**src/rtl/cpu_run_ctrl_if.sv**
```systemverilog
// Command/status bundle between the host command decoder, the CPU status
// block and the run controller. The controller sits on the slave side.
interface cpu_run_ctrl_if #(
    parameter int STEP_W = 16,
    parameter int CYC_W  = 32
);
    logic              init_calib_complete;
    logic              cmd_start;
    logic              cmd_step;
    logic              cmd_quit;
    logic [STEP_W-1:0] step_count;
    logic              stall;

    logic              cpu_start;
    logic              quit_cmd;
    logic              running;
    logic              step_done;
    logic              calib_lost;
    logic [CYC_W-1:0]  run_cycles;

    modport master (
        output init_calib_complete, cmd_start, cmd_step, cmd_quit, step_count, stall,
        input  cpu_start, quit_cmd, running, step_done, calib_lost, run_cycles
    );

    modport slave (
        input  init_calib_complete, cmd_start, cmd_step, cmd_quit, step_count, stall,
        output cpu_start, quit_cmd, running, step_done, calib_lost, run_cycles
    );
endinterface

```
**src/rtl/cpu_run_ctrl.sv**
```systemverilog
// CPU run controller: turns start / step / quit commands into cpu_start and
// quit_cmd pulses, waits for memory calibration before launching, counts
// unstalled cycles and stops a step sequence after the requested count.
module cpu_run_ctrl #(
    parameter int STEP_W = 16,
    parameter int CYC_W  = 32
) (
    input  logic          clk,
    input  logic          rst_n,
    cpu_run_ctrl_if.slave bus
);

    typedef enum logic [1:0] {
        S_IDLE,
        S_WAIT_CAL,
        S_RUN,
        S_STEP
    } state_t;

    localparam logic [CYC_W-1:0]  CYC_MAX  = '1;
    localparam logic [CYC_W-1:0]  CYC_ONE  = CYC_W'(1);
    localparam logic [STEP_W-1:0] STEP_ONE = STEP_W'(1);

    state_t            state_q, state_d;
    logic              mode_step_q, mode_step_d;   // launch mode remembered across WAIT_CAL
    logic [STEP_W-1:0] remaining_q, remaining_d;
    logic              cpu_start_q, cpu_start_d;
    logic              quit_cmd_q, quit_cmd_d;
    logic              running_q, running_d;
    logic              step_done_q, step_done_d;
    logic              calib_lost_q, calib_lost_d;
    logic [CYC_W-1:0]  run_cycles_q, run_cycles_d;

    logic              active;
    logic              accept;

    // Next-state and registered-output logic; defaults hold state and clear pulses.
    always_comb begin
        state_d      = state_q;
        mode_step_d  = mode_step_q;
        remaining_d  = remaining_q;
        cpu_start_d  = 1'b0;
        quit_cmd_d   = 1'b0;
        step_done_d  = 1'b0;
        calib_lost_d = calib_lost_q;
        run_cycles_d = run_cycles_q;
        accept       = 1'b0;

        active = (state_q == S_RUN) || (state_q == S_STEP);

        // Progress bookkeeping happens on every unstalled active cycle,
        // whatever command or calibration event ends the run this cycle.
        if (active && !bus.stall && (run_cycles_q != CYC_MAX)) begin
            run_cycles_d = run_cycles_q + CYC_ONE;
        end
        if ((state_q == S_STEP) && !bus.stall && (remaining_q != '0)) begin
            remaining_d = remaining_q - STEP_ONE;
        end

        case (state_q)
            S_IDLE: begin
                // Quit outranks everything; a zero-length step still wins
                // arbitration, so a start in the same cycle is dropped.
                if (bus.cmd_quit) begin
                    accept = 1'b0;
                end else if (bus.cmd_step) begin
                    if (bus.step_count != '0) begin
                        accept      = 1'b1;
                        mode_step_d = 1'b1;
                        remaining_d = bus.step_count;
                    end
                end else if (bus.cmd_start) begin
                    accept      = 1'b1;
                    mode_step_d = 1'b0;
                end

                if (accept) begin
                    calib_lost_d = 1'b0;
                    if (bus.init_calib_complete) begin
                        cpu_start_d = 1'b1;
                        state_d     = mode_step_d ? S_STEP : S_RUN;
                    end else begin
                        state_d = S_WAIT_CAL;
                    end
                end
            end

            S_WAIT_CAL: begin
                if (bus.cmd_quit) begin
                    state_d = S_IDLE;
                end else if (bus.init_calib_complete) begin
                    cpu_start_d = 1'b1;
                    state_d     = mode_step_q ? S_STEP : S_RUN;
                end
            end

            S_RUN, S_STEP: begin
                // Losing calibration aborts without telling the status block.
                if (!bus.init_calib_complete) begin
                    state_d      = S_IDLE;
                    calib_lost_d = 1'b1;
                end else if (bus.cmd_quit) begin
                    state_d    = S_IDLE;
                    quit_cmd_d = 1'b1;
                end else if ((state_q == S_STEP) && !bus.stall && (remaining_q == STEP_ONE)) begin
                    state_d     = S_IDLE;
                    quit_cmd_d  = 1'b1;
                    step_done_d = 1'b1;
                end
            end

            default: begin
                state_d = S_IDLE;
            end
        endcase

        if (cpu_start_d) begin
            run_cycles_d = '0;
        end

        running_d = (state_d == S_RUN) || (state_d == S_STEP);
    end

    // State and output registers with synchronous active-low reset.
    always_ff @(posedge clk) begin
        if (!rst_n) begin
            state_q      <= S_IDLE;
            mode_step_q  <= 1'b0;
            remaining_q  <= '0;
            cpu_start_q  <= 1'b0;
            quit_cmd_q   <= 1'b0;
            running_q    <= 1'b0;
            step_done_q  <= 1'b0;
            calib_lost_q <= 1'b0;
            run_cycles_q <= '0;
        end else begin
            state_q      <= state_d;
            mode_step_q  <= mode_step_d;
            remaining_q  <= remaining_d;
            cpu_start_q  <= cpu_start_d;
            quit_cmd_q   <= quit_cmd_d;
            running_q    <= running_d;
            step_done_q  <= step_done_d;
            calib_lost_q <= calib_lost_d;
            run_cycles_q <= run_cycles_d;
        end
    end

    assign bus.cpu_start  = cpu_start_q;
    assign bus.quit_cmd   = quit_cmd_q;
    assign bus.running    = running_q;
    assign bus.step_done  = step_done_q;
    assign bus.calib_lost = calib_lost_q;
    assign bus.run_cycles = run_cycles_q;

endmodule
```
**src/flat_wrapper.sv**
```systemverilog
// flat-port wrapper written by rule: the top's interface ports become plain ports
module cpu_run_ctrl_flat 
#(
    parameter int STEP_W = 16,
    parameter int CYC_W  = 32
)
  (clk, rst_n, bus_init_calib_complete, bus_cmd_start, bus_cmd_step, bus_cmd_quit, bus_step_count, bus_stall, bus_cpu_start, bus_quit_cmd, bus_running, bus_step_done, bus_calib_lost, bus_run_cycles);
  cpu_run_ctrl_if #(.STEP_W(STEP_W), .CYC_W(CYC_W)) bus_i ();
  input  logic clk;
  input  logic rst_n;
  input wire logic [$bits(bus_i.init_calib_complete)-1:0] bus_init_calib_complete;
  input wire logic [$bits(bus_i.cmd_start)-1:0] bus_cmd_start;
  input wire logic [$bits(bus_i.cmd_step)-1:0] bus_cmd_step;
  input wire logic [$bits(bus_i.cmd_quit)-1:0] bus_cmd_quit;
  input wire logic [$bits(bus_i.step_count)-1:0] bus_step_count;
  input wire logic [$bits(bus_i.stall)-1:0] bus_stall;
  output wire logic [$bits(bus_i.cpu_start)-1:0] bus_cpu_start;
  output wire logic [$bits(bus_i.quit_cmd)-1:0] bus_quit_cmd;
  output wire logic [$bits(bus_i.running)-1:0] bus_running;
  output wire logic [$bits(bus_i.step_done)-1:0] bus_step_done;
  output wire logic [$bits(bus_i.calib_lost)-1:0] bus_calib_lost;
  output wire logic [$bits(bus_i.run_cycles)-1:0] bus_run_cycles;
  assign bus_i.init_calib_complete = bus_init_calib_complete;
  assign bus_i.cmd_start = bus_cmd_start;
  assign bus_i.cmd_step = bus_cmd_step;
  assign bus_i.cmd_quit = bus_cmd_quit;
  assign bus_i.step_count = bus_step_count;
  assign bus_i.stall = bus_stall;
  assign bus_cpu_start = bus_i.cpu_start;
  assign bus_quit_cmd = bus_i.quit_cmd;
  assign bus_running = bus_i.running;
  assign bus_step_done = bus_i.step_done;
  assign bus_calib_lost = bus_i.calib_lost;
  assign bus_run_cycles = bus_i.run_cycles;
  cpu_run_ctrl #(.STEP_W(STEP_W), .CYC_W(CYC_W)) u_core (.clk(clk), .rst_n(rst_n), .bus(bus_i));
endmodule
```
**config.mk**
```make
export PLATFORM = sky130hd
export DESIGN_NAME = cpu_run_ctrl_flat
export DESIGN_NICKNAME = d
export VERILOG_FILES = /design/src/rtl/cpu_run_ctrl_if.sv /design/src/rtl/cpu_run_ctrl.sv /design/src/flat_wrapper.sv
export SDC_FILE = /design/constraint.sdc
export NUM_CORES = 1
export LEC_CHECK = 0
export BUFFER_PORTS_ARGS = -buffer_cell sky130_fd_sc_hd__buf_2
export CORE_MARGIN = 5
export CORE_UTILIZATION = 51
export CTS_CLUSTER_DIAMETER = 50
export DETAILED_ROUTE_END_ITERATION = 16
export HOLD_SLACK_MARGIN = 0.02
export PLACE_DENSITY_LB_ADDON = 0.2
export SETUP_SLACK_MARGIN = 0.5
export SYNTH_ARGS = -nofsm -noshare
export SYNTH_HDL_FRONTEND = slang
export SYNTH_SLANG_ARGS = --single-unit
export TNS_END_PERCENT = 30
```
**constraint.sdc**
```tcl
create_clock -name clk -period 2.7 [get_ports clk]
set_input_delay 0.54 -clock clk [delete_from_list [all_inputs] [get_ports clk]]
set_output_delay 0.54 -clock clk [all_outputs]
set_load 0.02 [all_outputs]
```
==> reports/results.txt <==
setup total negative slack = 0 ns
relative slew slack = 56.6%
Slew @ Worst Pin = 0.647 ns
critical path endpoint category = flop
Max IR drop VDD = 320 uV
Core Region = 0.00561 mm2
diodes inserted = 0
CTS tree = done
top sig layer = met4
synthesis-to-layout area growth = 16.7%
Pre-Repair DR Iteration Count = 4
outcome = completed
cell row count = 27
Worst Slack Setup Final = 0.516 ns
met2 WL = 3220 um
synth warn = 0
top post-synthesis cells by area = dfxtp_1 (38%), xnor2_1 (5.9%), nor2_1 (4.2%)
die width = 86.5 um
worst min path class = input pin to flop
Congestion Overflow GR = 0
Final Hold Viols = 0
crit share post-route = 80.9%
starting density of the core = 53.2%
residual DRC count = 0
fmax = 458 MHz
vias = 2883
Clk Latency, worst-skew pair = 0.31 ns
synthesized net count = 381
largest net degree at the start of global routing = 29
CTS buffer count = 5
CP Launch Point = u_core.bus.run_cycles[27]
CP Class = flop to flop
Net count, final = 437
# clock sinks = 56
Fin Hold WS = 0.458 ns
count leader, synth = dfxtp_1
ANT nets after route = 0
pre-CTS setup slack = 0.280 ns
HP Start = bus_cmd_quit
synth unique cells = 58
Post-Syn Instances = 355
Lkg Pwr = 1.37 nW
H-tree levels = 2
type of origin of the critical path = flop
initial antenna violation count = 0
top cell type's share of synthesized area = 37.6%
Critical Path RT = 2.95 ns
gr usage total = 20.3%
deepest clock path buffer count = 2
max-slew violation count = 0
Starting DRT DRC Count = 183
EDFF count, synth = 0
Crit Path Max Fanout = 9
register bit total from synthesis = 56
final WL = 7450 um
Die Y = 86.5 um
leading area contributor after synthesis = dfxtp_1
Async S/R FF share, synth = 0%
Via density = 5.96
Final min period = 2.18 ns
Commonest cells post-synth = dfxtp_1 (56), nor2_1 (33), nand2_1 (27), xnor2_1 (20), a21oi_1 (18)
routed wl met3 = 522 um
Metal-1 WL = 3640 um
CTS hold repair buffers = 0
Ports = 60
Root Driver = clkbuf_8
routed len/inst = 15.4 um
max_cap viols = 0
Finish-stage setup viols = 0
vias in the first global route = 2695
RSZ-0062 raised after global routing = yes
syn_area_per_cell = 8.41 um2
mapped cell area = 0.00298 mm2
ys flop type = dfxtp_1
part of the Yosys area used for sequential elements = 37.6%
Non-Filler Instances = 484
power density cells = 480 mW/mm2
IO Port Bufs = 59
reg2reg start = u_core.bus.run_cycles[27]
Detailed Place HPWL = 5550 um
CP Data Arrival Time = 2.43 ns
Reg clk slew, reported paths = 0.10 ns
placed insts = 476
global-route wire length before repair = 12500 um
Die Footprint = 0.00748 mm2
GPL Wtd Cong = 0.831
Clock Skews = 0.0100 ns
layout cells sized above 1 = 23.3%
[registers in the layout, indices dropped and copies added, names as in the netlist]
register,flops
u_core.bus.step_done,1
u_core.bus.calib_lost,1
u_core.mode_step_q,1
u_core.bus.quit_cmd,1
u_core.bus.run_cycles,32
u_core.remaining_q,16
u_core.state_q,2
u_core.bus.cpu_start,1
u_core.bus.running,1
[metrics by stage]
step / power (mW) / util, % / area (um2)
after CTS: 1.69 / 62.0 / 3480
final: 1.67 / 62.1 / 3480
after detailed placement: 1.08 / 59.7 / 3350
after floorplan: 1.02 / - / 2980
after global placement: 1.08 / 59.7 / 3350
after global routing: 1.74 / 62.1 / 3480
[where the power goes]
part           leakage (nW)  switching, mW  total, mW  internal (mW)
logic                 0.848          0.115      0.201         0.0868
registers             0.454         0.0213      0.868          0.847
clock network        0.0645          0.276      0.604          0.328
[critical path, cell delays in order, from the launching register on]
cell and delay (ns):
dfxtp_1 0.43, and3_1 0.30, nand4_1 0.33, o31ai_2 0.67, o21ai_0 0.21, a21oi_1 0.17
[cells by family (layout without fill, tap and decap cells)]
family,Yosys count,count (layout),synth area share (%)
buffers and inverters,25,82,4.19
and+or+nand+nor,160,160,29.2
adders and majority gates,3,3,1.26
AOI/OAI and AO/OA,85,85,20.0
xor gates and xnor gates,25,25,7.34
DFF,56,56,37.6
muxes,1,1,0.377
[cells in the final DEF, fill, tap and decap left out, drive strengths merged, types with 3 or more instances in the layout]
cell	synthesis	layout
inv	6	6
o31ai	4	4
a31oi	5	5
nor4	7	7
dfxtp	56	56
clkbuf	8	7
nand4	13	13
and3	9	9
o21ai	17	17
a21oi	18	18
and4	6	6
or3	14	14
nor3	11	11
xnor2	20	20
and2	4	4
buf	10	68
nand2	27	27
nand3	17	17
a311oi	4	4
a211oi	12	12
o211ai	7	7
or2	3	3
nor2	33	33
o221a	3	3
ha	3	3
o211a	4	4
xor2	5	5
or4	7	7
[area by class of cell]
type | instances | area, um2
fillers | 512 | 2120
multi-input cells | 274 | 1750
flip-flops and latches | 56 | 1120
repair buffers | 68 | 375
clock buffers | 7 | 96.3
well taps | 72 | 90.1
clock inverters | 1 | 30.0
inverters | 6 | 22.5
[repair_timing]
action / 4_1_cts / 5_1_grt
gates resized for setup: 1 / 1
pin swaps: 0 / 0
setup endpoints to repair: 1 / 11
endpoints found under the hold margin: 0 / 0
setup buffers: 0 / 0
[layer usage]
| layer | vias to the layer above | GRT usage (%) |
|---|---|---|
| met2 | 85 | 31.6 |
| met4 | 0 | 4.67 |
| li1 | 1448 | - |
| met1 | 1345 | 28.7 |
| met3 | 5 | 4.47 |
| met5 | - | 0 |
[worst paths after layout]
path	endpoint	slack, ns	cells after the start
setup / recovery	u_core.bus.run_cycles[4]	0.52	5
hold / removal	u_core.bus.step_done	0.46	2
setup reg to reg	u_core.bus.run_cycles[4]	0.52	5
hold reg to reg	u_core.mode_step_q	0.48	2
Note: power is estimated with default switching activity, not from simulation.
